$ cat src/rtl/sine_mon_pkg.sv
// Shared types and default parameters for the sine-wave monitor.
package sine_mon_pkg;

    typedef enum logic {
        SEARCH  = 1'b0,
        MEASURE = 1'b1
    } mon_state_t;

    localparam int DATA_W     = 16;
    localparam int CNT_W      = 16;
    localparam int HYST       = 256;
    localparam int MAX_PERIOD = 4095;

endpackage

$ cat src/rtl/sine_zero_cross_det.sv
// Rising zero-crossing detector with hysteresis: arms below -HYST and
// strobes (combinationally) on the first non-negative valid sample after.
module sine_zero_cross_det #(
    parameter int DATA_W = sine_mon_pkg::DATA_W,
    parameter int HYST   = sine_mon_pkg::HYST
) (
    input  logic              clk,
    input  logic              reset,
    input  logic [DATA_W-1:0] sample_in,
    input  logic              sample_valid,
    input  logic              clr,
    output logic              xing
);
    import sine_mon_pkg::*;

    localparam logic signed [DATA_W-1:0] ARM_LVL = DATA_W'(-HYST);

    logic r_armed;
    logic w_below;

    assign w_below = $signed(sample_in) < ARM_LVL;
    assign xing    = sample_valid && r_armed && !sample_in[DATA_W-1];

    // Armed flag: set below -HYST, cleared by the crossing or by a timeout;
    // samples in [-HYST,-1] leave it untouched.
    always_ff @(posedge clk or posedge reset) begin
        if (reset) begin
            r_armed <= 1'b0;
        end else if (clr) begin
            r_armed <= 1'b0;
        end else if (sample_valid) begin
            if (w_below)
                r_armed <= 1'b1;
            else if (xing)
                r_armed <= 1'b0;
        end
    end

endmodule

$ cat src/rtl/sine_wave_monitor.sv
// Period / amplitude checker for the IIR sine oscillator output.
// Periods are measured in valid samples between rising zero crossings;
// the crossing sample opens the new period.
module sine_wave_monitor #(
    parameter int DATA_W     = sine_mon_pkg::DATA_W,
    parameter int CNT_W      = sine_mon_pkg::CNT_W,
    parameter int HYST       = sine_mon_pkg::HYST,
    parameter int MAX_PERIOD = sine_mon_pkg::MAX_PERIOD
) (
    input  logic              clk,
    input  logic              reset,
    input  logic [DATA_W-1:0] sample_in,
    input  logic              sample_valid,
    output logic [CNT_W-1:0]  period_out,
    output logic [DATA_W-1:0] amp_max,
    output logic [DATA_W-1:0] amp_min,
    output logic [DATA_W:0]   pp_out,
    output logic              result_valid,
    output logic              timeout,
    output logic              locked
);
    import sine_mon_pkg::*;

    mon_state_t               r_state;
    logic [CNT_W-1:0]         r_count;
    logic signed [DATA_W-1:0] r_run_max;
    logic signed [DATA_W-1:0] r_run_min;

    logic signed [DATA_W-1:0] w_s;
    logic                     w_xing;
    logic                     w_at_limit;
    logic                     w_tmo;
    logic [DATA_W:0]          w_pp;

    assign w_s        = sample_in;
    assign w_at_limit = (r_count == CNT_W'(MAX_PERIOD));
    // A crossing on the limit sample takes priority over the timeout.
    assign w_tmo      = sample_valid && (r_state == MEASURE) && !w_xing && w_at_limit;
    assign w_pp       = {r_run_max[DATA_W-1], r_run_max} - {r_run_min[DATA_W-1], r_run_min};

    sine_zero_cross_det #(
        .DATA_W (DATA_W),
        .HYST   (HYST)
    ) u_xdet (
        .clk          (clk),
        .reset        (reset),
        .sample_in    (sample_in),
        .sample_valid (sample_valid),
        .clr          (w_tmo),
        .xing         (w_xing)
    );

    // FSM, period counter, running extremes and published results.
    always_ff @(posedge clk or posedge reset) begin
        if (reset) begin
            r_state      <= SEARCH;
            r_count      <= '0;
            r_run_max    <= '0;
            r_run_min    <= '0;
            period_out   <= '0;
            amp_max      <= '0;
            amp_min      <= '0;
            pp_out       <= '0;
            result_valid <= 1'b0;
            timeout      <= 1'b0;
            locked       <= 1'b0;
        end else begin
            result_valid <= 1'b0;
            timeout      <= 1'b0;
            if (sample_valid) begin
                if (w_xing) begin
                    if (r_state == MEASURE) begin
                        period_out   <= r_count;
                        amp_max      <= r_run_max;
                        amp_min      <= r_run_min;
                        pp_out       <= w_pp;
                        result_valid <= 1'b1;
                        locked       <= 1'b1;
                    end
                    r_state   <= MEASURE;
                    r_count   <= CNT_W'(1);
                    r_run_max <= w_s;
                    r_run_min <= w_s;
                end else if (r_state == MEASURE) begin
                    if (w_at_limit) begin
                        timeout <= 1'b1;
                        locked  <= 1'b0;
                        r_state <= SEARCH;
                    end else begin
                        r_count <= r_count + 1'b1;
                        if (w_s > r_run_max) r_run_max <= w_s;
                        if (w_s < r_run_min) r_run_min <= w_s;
                    end
                end
            end
        end
    end

endmodule

$ cat config.mk
export PLATFORM = sky130hd
export DESIGN_NAME = sine_wave_monitor
export DESIGN_NICKNAME = d
export VERILOG_FILES = /design/src/rtl/sine_mon_pkg.sv /design/src/rtl/sine_zero_cross_det.sv /design/src/rtl/sine_wave_monitor.sv
export SDC_FILE = /design/constraint.sdc
export NUM_CORES = 1
export LEC_CHECK = 0
export ABC_AREA = 1
export BUFFER_PORTS_ARGS = -buffer_cell sky130_fd_sc_hd__buf_2
export CAP_MARGIN = 20
export CORE_ASPECT_RATIO = 0.6
export CORE_MARGIN = 5
export CORE_UTILIZATION = 40
export DETAILED_ROUTE_END_ITERATION = 7
export HOLD_SLACK_MARGIN = 0.06
export SYNTH_ARGS = -nofsm -noshare
export SYNTH_HDL_FRONTEND = slang
export SYNTH_SLANG_ARGS = --single-unit
$ cat constraint.sdc
create_clock -name clk -period 5.7 [get_ports clk]
set_clock_uncertainty 0.1 [all_clocks]
set_input_delay 1.14 -clock clk [delete_from_list [all_inputs] [get_ports clk]]
set_output_delay 1.14 -clock clk [all_outputs]
set_load 0.1 [all_outputs]
# Yosys cells after proc, flatten, opt, wreduce, memory -nomap -nowiden

Cells that the tools add are included.

Logic and storage cells: 67
Input port bits: 19
Bits in latches: 0
Output and inout bits: 68
Memories: 0
Bits in read-only memories: 0
Memory bits (writable): 0
Flip-flop bits (word level): 118

Equality and inequality tests: 2
Multiply operators: 0
Reductions and logical operators: 19
Add/subtract/negate cells: 2
Magnitude comparators: 3
Muxes and demuxes: 29
Shift-type cells: 0
Divide/modulo/power cells: 0
Bitwise logic cells: 0

Operators by type and width:

| kind                  | number |
|---|---|
| $mux 16               | 11 |
| $mux 1                | 18 |
| $sub 16x16->17        | 1 |
| $add 16x1->16 const B | 1 |
| $eq 16x12->1 const B  | 1 |
| $gt 16x16->1          | 1 |
| $lt 16x16->1          | 1 |
| $lt 16x9->1 const B   | 1 |
| $reduce_bool 2->1     | 5 |
| $reduce_and 3->1      | 3 |
| $reduce_and 4->1      | 2 |
| $logic_and 1x1->1     | 5 |
| $reduce_bool 3->1     | 1 |
| $logic_not 1->1       | 2 |
| $ne 2x2->1 const B    | 1 |
| $reduce_and 2->1      | 1 |

# Logic depth before layout (Yosys ltp)

Gate-level depths: netlist of run 1.

Word-level depth: 7
Gate-level depth with buffers: 17
Gate-level depth less buffers: 16

# By module

From an unflattened synthesis of run 1, not the netlist that was laid out.

Cells, all modules: 784
Area total of the unflattened synthesis: 6374.9 µm²

Modules (own cells, without submodules):

| module              | times used | seq. area each (µm²) | area each (µm²) | cells each |
|---|---|---|---|---|
| sine_wave_monitor   | 1          | 2927.8               | 6284.8          | 768 |
| sine_zero_cross_det | 1          | 25.0                 | 90.1            | 16 |

# Worst setup path after synthesis of run 1

Ideal clock, no wire load.

Path kind: input port to flip-flop
From: input sample_in[15]
To: register r_run_min[0]
Slack: 2.982 ns
Data required time: 5.535 ns
Cell stages on the path: 11
Path buffers: 1
Arrival time: 2.553 ns
Cell sequence: ha_1 > nand2_1 > or2_2 > nand3_1 > inv_1 > nand2_1 > nand2_1 > nand3_1 > buf_2 > nand3_1 > nand2_1

Longest elaborated chain between the ends: 4

RTL lines:

| what                                                                 | RTL line                | source |
|---|---|---|
| start: declaration                                                   | sine_wave_monitor.sv:12 | `input logic [DATA_W-1:0] sample_in,` |
| parallel branches: the longest is 4 deep, another holds $lt 16x16->1 | n/a                     |  |
| end signal: assignment                                               | sine_wave_monitor.sv:83 | `r_run_min <= w_s;` |
| end signal: assignment                                               | sine_wave_monitor.sv:92 | `if (w_s < r_run_min) r_run_min <= w_s;` |
| end: declaration                                                     | sine_wave_monitor.sv:27 | `logic signed [DATA_W-1:0] r_run_min;` |

Several ways; the timed one is not identified.
A chain may end at the register's enable or synchronous reset.

# Final worst setup path of run 1

From: input sample_in[15]
To: register r_run_min[5]

Same word-level chain as after synthesis.

==> results of run 1 <==
==> metrics by stage <==
stage	area [um2]	instances	worst slack [ns]	hold WS [ns]	utilization, %
2_1_floorplan	6390	784	1.33	0.345	-
3_3_place_gp	6980	1052	2.32	0.356	45.0
3_5_place_dp	6980	1052	2.36	0.358	45.0
4_1_cts	7640	1084	2.79	0.372	49.3
5_1_grt	7640	1084	2.56	0.397	49.3
6_report	7640	1084	2.68	0.369	49.3
==> cells in the mapped netlist, drive strengths merged (5+ instances only) <==
master	n
nor3	13
dfrtp	118
inv	90
nor2	28
xnor2	5
a31oi	5
xor2	5
buf	9
o21ai	81
nand2	228
nand4	7
a21oi	27
ha	48
o21bai	7
nand3	80
clkbuf	17
==> critical path, cell delays in order <==
cell,delay [ns]
buf_2,0.14
ha_1,0.36
nand2_1,0.11
nor4_1,0.42
nand2_1,0.17
nand3_1,0.10
nand3_1,0.46
nand3_1,0.22
nand2_1,0.08
==> routing by layer <==
| metal | wire length [um] | vias up | share of wire, % | track usage, % |
|---|---|---|---|---|
| li1 | - | 2744 | - | - |
| met1 | 9280 | 2550 | 54 | 30.0 |
| met4 | 158 | 0 | 0.92 | 4.21 |
| met3 | 1130 | 20 | 6.6 | 4.81 |
| met5 | 0 | - | 0 | 0 |
| met2 | 6610 | 207 | 38 | 25.3 |
==> cells by family after synthesis <==
family	Yosys count	synth area share, %
buffers and inverters	116	7.48
AND/OR/NAND/NOR	365	24.5
XOR/XNOR	10	1.37
adder cells (fa/ha/maj)	49	9.71
AO/OA/AOI/OAI	126	10.7
flip-flops	118	46.2
==> worst paths after layout <==
path / depth (start not counted) / endpoint / from / slack (ns)
setup reg to reg: 11 / pp_out[10]$_DFFE_PP0P_ / r_run_max[0]$_DFFE_PP0P_ / 2.97
setup / recovery: 9 / r_run_min[5]$_DFFE_PP0P_ / sample_in[15] / 2.68
hold / removal: 2 / amp_min[0]$_DFFE_PP0P_ / amp_min[0]$_DFFE_PP0P_ / 0.37
hold reg to reg: 2 / amp_min[0]$_DFFE_PP0P_ / amp_min[0]$_DFFE_PP0P_ / 0.37
max in group asynchronous: 3 / amp_min[9]$_DFFE_PP0P_ / reset / 3.82
min in group asynchronous: 2 / period_out[7]$_DFFE_PP0P_ / reset / 0.66
==> registers in the layout, summed over array words and instances, names as in the netlist <==
register        count
r_run_min          16
amp_min            16
r_state             1
period_out         16
amp_max            16
locked              1
r_count            16
timeout             1
r_run_max          16
pp_out             17
result_valid        1
u_xdet.r_armed      1
==> layout by cell type (no fill, tap or decap), drive strengths merged, types with 2 or more instances in the layout <==
cell,n
nor3,13
nand3b,2
nor4,3
a31oi,5
o21a,2
o31ai,2
nand3,80
inv,91
ha,48
xnor2,5
o21bai,7
or2,3
buf,91
o21ai,81
clkbuf,18
nand4,7
xor2,5
clkinv,6
clkinvlp,2
a21oi,27
dfrtp,118
nor2,28
nand2,228
bufinv,5
==> cell type report <==
class	count	area [um2]
timing repair buffer	91	468
inverter	90	342
multi-input combinational	550	2960
sequential	118	2950
tap	203	254
clock buffer	18	439
fill	1540	7860
clock inverter	14	223
==> qor.txt, run 1 <==
Run status - completed
EDFF count, synth - 0
Crit path time final - 3.02 ns
Total gr overflow - 0
Share of the synthesized area in the top cell type - 46.2%
CTS Buf Count - 17
WL per Instance - 15.8 um
Num ports - 87
Yosys top cell by area - dfrtp_1
Post_cts resized - 0
Dominant synthesized flop cell - dfrtp_1
Hold Fails Final Rpt - 0
Root Buffer - clkbuf_16
Routed Antenna Nets - 0
Drt pass-1 iters - 6
Die ar. - 0.0187 mm2
Core area - 0.0155 mm2
Via count - 5,521
Max frequency - 331 MHz
Setup TNS - 0 ns
Clock tree buffer depth - 2
Worst setup SP type - primary input
Final net count - 936
Mapped Area - 0.00639 mm2
Hold WC Path Type - flop to flop
Port Buffer Count - 86
Ys async rst share - 100%
Routed wire length - 17.2 mm
Largest net degree at the start of global routing - 78
Hold-fix buffers, CTS - 0
Initial antenna violation count - 0
Fin crit share - 52.9%
Worst Tran Pin Value - 0.862 ns
Syn Area/Cell - 8.15 um2
Syn. warnings - 0
N_diodes - 0
Slew Viols, Final - 0
Unrepaired setup endpoints after global routing - false
Top fanout value on the critical path - 16
Width of the die - 173 um
DR vias/cell - 5.09
Seq/Total Area, Yosys - 46.2%
Die Y - 108 um
Library cells used by synthesis - 34
# rows - 35
Critical path endpoint category - flop
CTS tree - done
Layout area overhead - 19.5%
Setup Buffers After CTS - 0
Setup violators final - 0
CP Data Required Time - 5.90 ns
Initial DRC count - 473
Syn Inst Count - 784
Clock transition time at the flip-flop clock pins of the worst setup and hold paths - 0.06 ns
CP Class - primary input to flop
Routability Congestion - 0.894
First-pass GRT wire length - 28.1 mm
Initial Util - 41.2%
GRT Total Usage - 18.9%
Slew HR - 42.5%
Max-cap viol count - 0
DPL Wire Length - 12.6 mm
Worst EP arrival - 3.21 ns
Vias in the first global route - 5,134
Share of cells above drive strength 1 - 15.7%
# DRC - 0
Area contributors post-synth - dfrtp_1 (46%), nand2_1 (13%), ha_1 (9.4%), o21ai_0 (6.2%), nand3_1 (6.1%)
Htree depth - 4
# clock sinks - 118
Post-Syn Nets - 852
Clock Latency Late Sink - 0.42 ns
Post-synthesis register bit count - 118
Power of run 1 is left out: the tool's default activity adds up to more than one toggle a clock period on the data nets, which glitch-free logic cannot reach.
==> inputs of run 2 (changes only) <==
==> constraint.sdc (replaced) <==
create_clock -name clk -period 2.5 [get_ports clk]
set_clock_uncertainty 0.1 [all_clocks]
set_input_delay 0.5 -clock clk [delete_from_list [all_inputs] [get_ports clk]]
set_output_delay 0.5 -clock clk [all_outputs]
set_load 0.1 [all_outputs]
==> run 2 against run 1 <==
  * Critical path depth increased by 3
  * Non-clock buffer count increased by 23
  * Final area grew 2.1%
  * Clock-buffer cell count increased by 2
  * Global-route usage rose by 0.14 points
  * Worst hold slack got worse by 0.19 ns
  * Register-to-register slack got worse by 2.8 ns
  * Cell count up 2.1%
  * Sequential share of layout area decreased by 0.79 points
  * Critical path type is now flop to flop
==> qor.txt, run 2 (synthesis results as in run 1) <==
Core area - 0.0155 mm2 (unchanged)
Post-place setup slack - 0.0255 ns (was 2.36 ns)
Worst hold slack - 0.181 ns (was 0.369 ns)
Critical path's top delay family - adder cells (was simple AND/OR/NAND/NOR gates)
Initial DRC count - 555 (was 473)
Routability Congestion - 0.912 (was 0.894)
Worst Tran Pin Value - 0.632 ns (was 0.862 ns)
Layout fillers - 1,521 (was 1,540)
Setup Buffers After CTS - 0 (unchanged)
Initial antenna violation count - 0 (unchanged)
Clock tree buffer depth - 2 (unchanged)
Width of the die - 173 um (unchanged)
# DRC - 0 (unchanged)
Unrepaired setup endpoints after global routing - false (unchanged)
Flop2flop setup slack - 0.19 ns (was 2.97 ns)
Fin crit share - 92.2%
DPL Wire Length - 12.5 mm (was 12.6 mm)
Die ar. - 0.0187 mm2 (unchanged)
Slew Viols, Final - 0 (unchanged)
Hold WC Path Type - primary input to asynchronous set/reset pin (was flop to flop)
Critical path cell sequence - inv_1 > ha_1 > fa_1 > o21ai_1 > a21oi_1 > o21ai_1 > buf_4 > nand2_1 > nand2_1 > nand2_1 > nand3_1 > nand2_1 (was buf_2 > ha_1 > nand2_1 > nor4_1 > nand2_1 > nand3_1 > nand3_1 > nand3_1 > nand2_1)
Worst EP arrival - 2.51 ns (was 3.21 ns)
Largest register FFs - 17 (unchanged)
Worst setup SP type - flop (was primary input)
Via count - 5,538 (was 5,521)
Setup violators final - 0 (unchanged)
Die Y - 108 um (unchanged)
Root Buffer - clkbuf_16 (unchanged)
Crit path time final - 2.31 ns
Drt pass-1 iters - 4 (was 6)
Htree depth - 4 (unchanged)
Register with the most flip-flops - pp_out (unchanged)
DR vias/cell - 5.00 (was 5.09)
# rows - 35 (unchanged)
Layout area overhead - 22.0% (was 19.5%)
CP Class - flop to flop (was primary input to flop)
Share of cells above drive strength 1 - 17.7% (was 15.7%)
Critical path's slowest cell - fa_1 (was nand3_1)
Routed wire length - 17.3 mm (was 17.2 mm)
Vias in the first global route - 5,256 (was 5,134)
Largest net degree at the start of global routing - 119 (was 78)
Hold Fails Final Rpt - 0 (unchanged)
CP bufs+invs - 2 (was 1)
GR peak layer - met1 (unchanged)
Run status - completed (unchanged)
Met1 global-route usage - 29.9% (was 30.0%)
Most used cell along the critical path - nand2_1
Routed Antenna Nets - 0 (unchanged)
Final net count - 959 (was 936)
Clock Latency Late Sink - 0.41 ns (was 0.42 ns)
Met3 Usage GRT - 4.49% (was 4.81%)
Commonest non-fill, non-tap cell in the layout - nand2_1 (unchanged)
CTS tree - done (unchanged)
Design area - 0.00780 mm2 (was 0.00764 mm2)
Critical path endpoint category - flop (unchanged)
N_diodes - 0 (unchanged)
Setup TNS - 0 ns (unchanged)
Initial Util - 41.2% (unchanged)
Max-cap viol count - 0 (unchanged)
Top fanout value on the critical path - 4 (was 16)
Largest stage delay, worst path - 0.42 ns (was 0.46 ns)
DP Area - 0.00719 mm2 (was 0.00698 mm2)
First-pass GRT wire length - 28.4 mm (was 28.1 mm)
Port Buffer Count - 86 (unchanged)
M2 GR Usage - 25.7% (was 25.3%)
Most frequent cells in the layout - nand2_1 (225), dfrtp_1 (118), inv_1 (86), buf_2 (86) (was nand2_1 (225), dfrtp_1 (118), inv_1 (86), buf_2 (86), o21ai_0 (79))
Num ports - 87 (unchanged)
CP Data Required Time - 2.71 ns (was 5.90 ns)
GRT Total Usage - 19.0% (was 18.9%)
Clock transition time at the flip-flop clock pins of the worst setup and hold paths - 0.06 ns (about the same)
Final WS setup - 0.194 ns (was 2.68 ns)
Max frequency - 434 MHz
WL per Instance - 15.6 um (was 15.8 um)
Slew HR - 57.9% (was 42.5%)
# clock sinks - 118 (unchanged)
Total gr overflow - 0 (unchanged)
CTS Buf Count - 17 (unchanged)
-- run 2: worst reg2reg max path: cells and delay by family, from the launching register on --
kind / cells / cell delay [ns]
AOI/OAI and AO/OA: 3 / 0.55
and+or+nand+nor: 5 / 0.30
buffers and inverters: 2 / 0.23
adders and majority gates: 2 / 0.64
DFF: 1 / 0.37
-- run 2: metrics by stage --
stage,std cells,utilization (%)
6_report,1107,50.3
5_1_grt,1107,50.3
4_1_cts,1107,50.3
3_5_place_dp,1075,46.4
3_3_place_gp,1075,46.4
2_1_floorplan,784,-
-- run 2: final cells by class --
cell class	count	area (um2)	share of cell area [%]
clock buffers	20	457	5.86
clock inverters	12	153	1.96
inverters	90	343	4.40
multi-input cells	550	2960	38.0
flip-flops and latches	118	2950	37.9
well taps	203	254	3.26
repair buffers	114	678	8.70
-- run 2: what timing repair did --
action                                  4_1_cts  5_1_grt
hold buffers                                  0        0
resized for setup                             0        1
endpoints found under the hold margin         0        0
endpoints found under the setup margin        0        3
-- run 2: metal layers --
layer | up-vias | part of all wire (%)
met4 | 0 | 0.67
li1 | 2791 | -
met3 | 10 | 6.4
met5 | - | 0
met2 | 171 | 39
met1 | 2566 | 54
-- run 2: path summary, 6_finish.rpt --
check | from | endpoint | cells after the start
min in group clk | sample_in[0] | r_run_max[0]$_DFFE_PP0P_ | 3
min | reset | period_out[8]$_DFFE_PP0P_ | 3
min reg2reg | amp_min[0]$_DFFE_PP0P_ | amp_min[0]$_DFFE_PP0P_ | 2
max | r_run_max[0]$_DFFE_PP0P_ | pp_out[10]$_DFFE_PP0P_ | 12
max in group asynchronous | reset | amp_min[10]$_DFFE_PP0P_ | 3
max reg2reg | r_run_max[0]$_DFFE_PP0P_ | pp_out[10]$_DFFE_PP0P_ | 12
Power of run 2 is left out for the same reason.
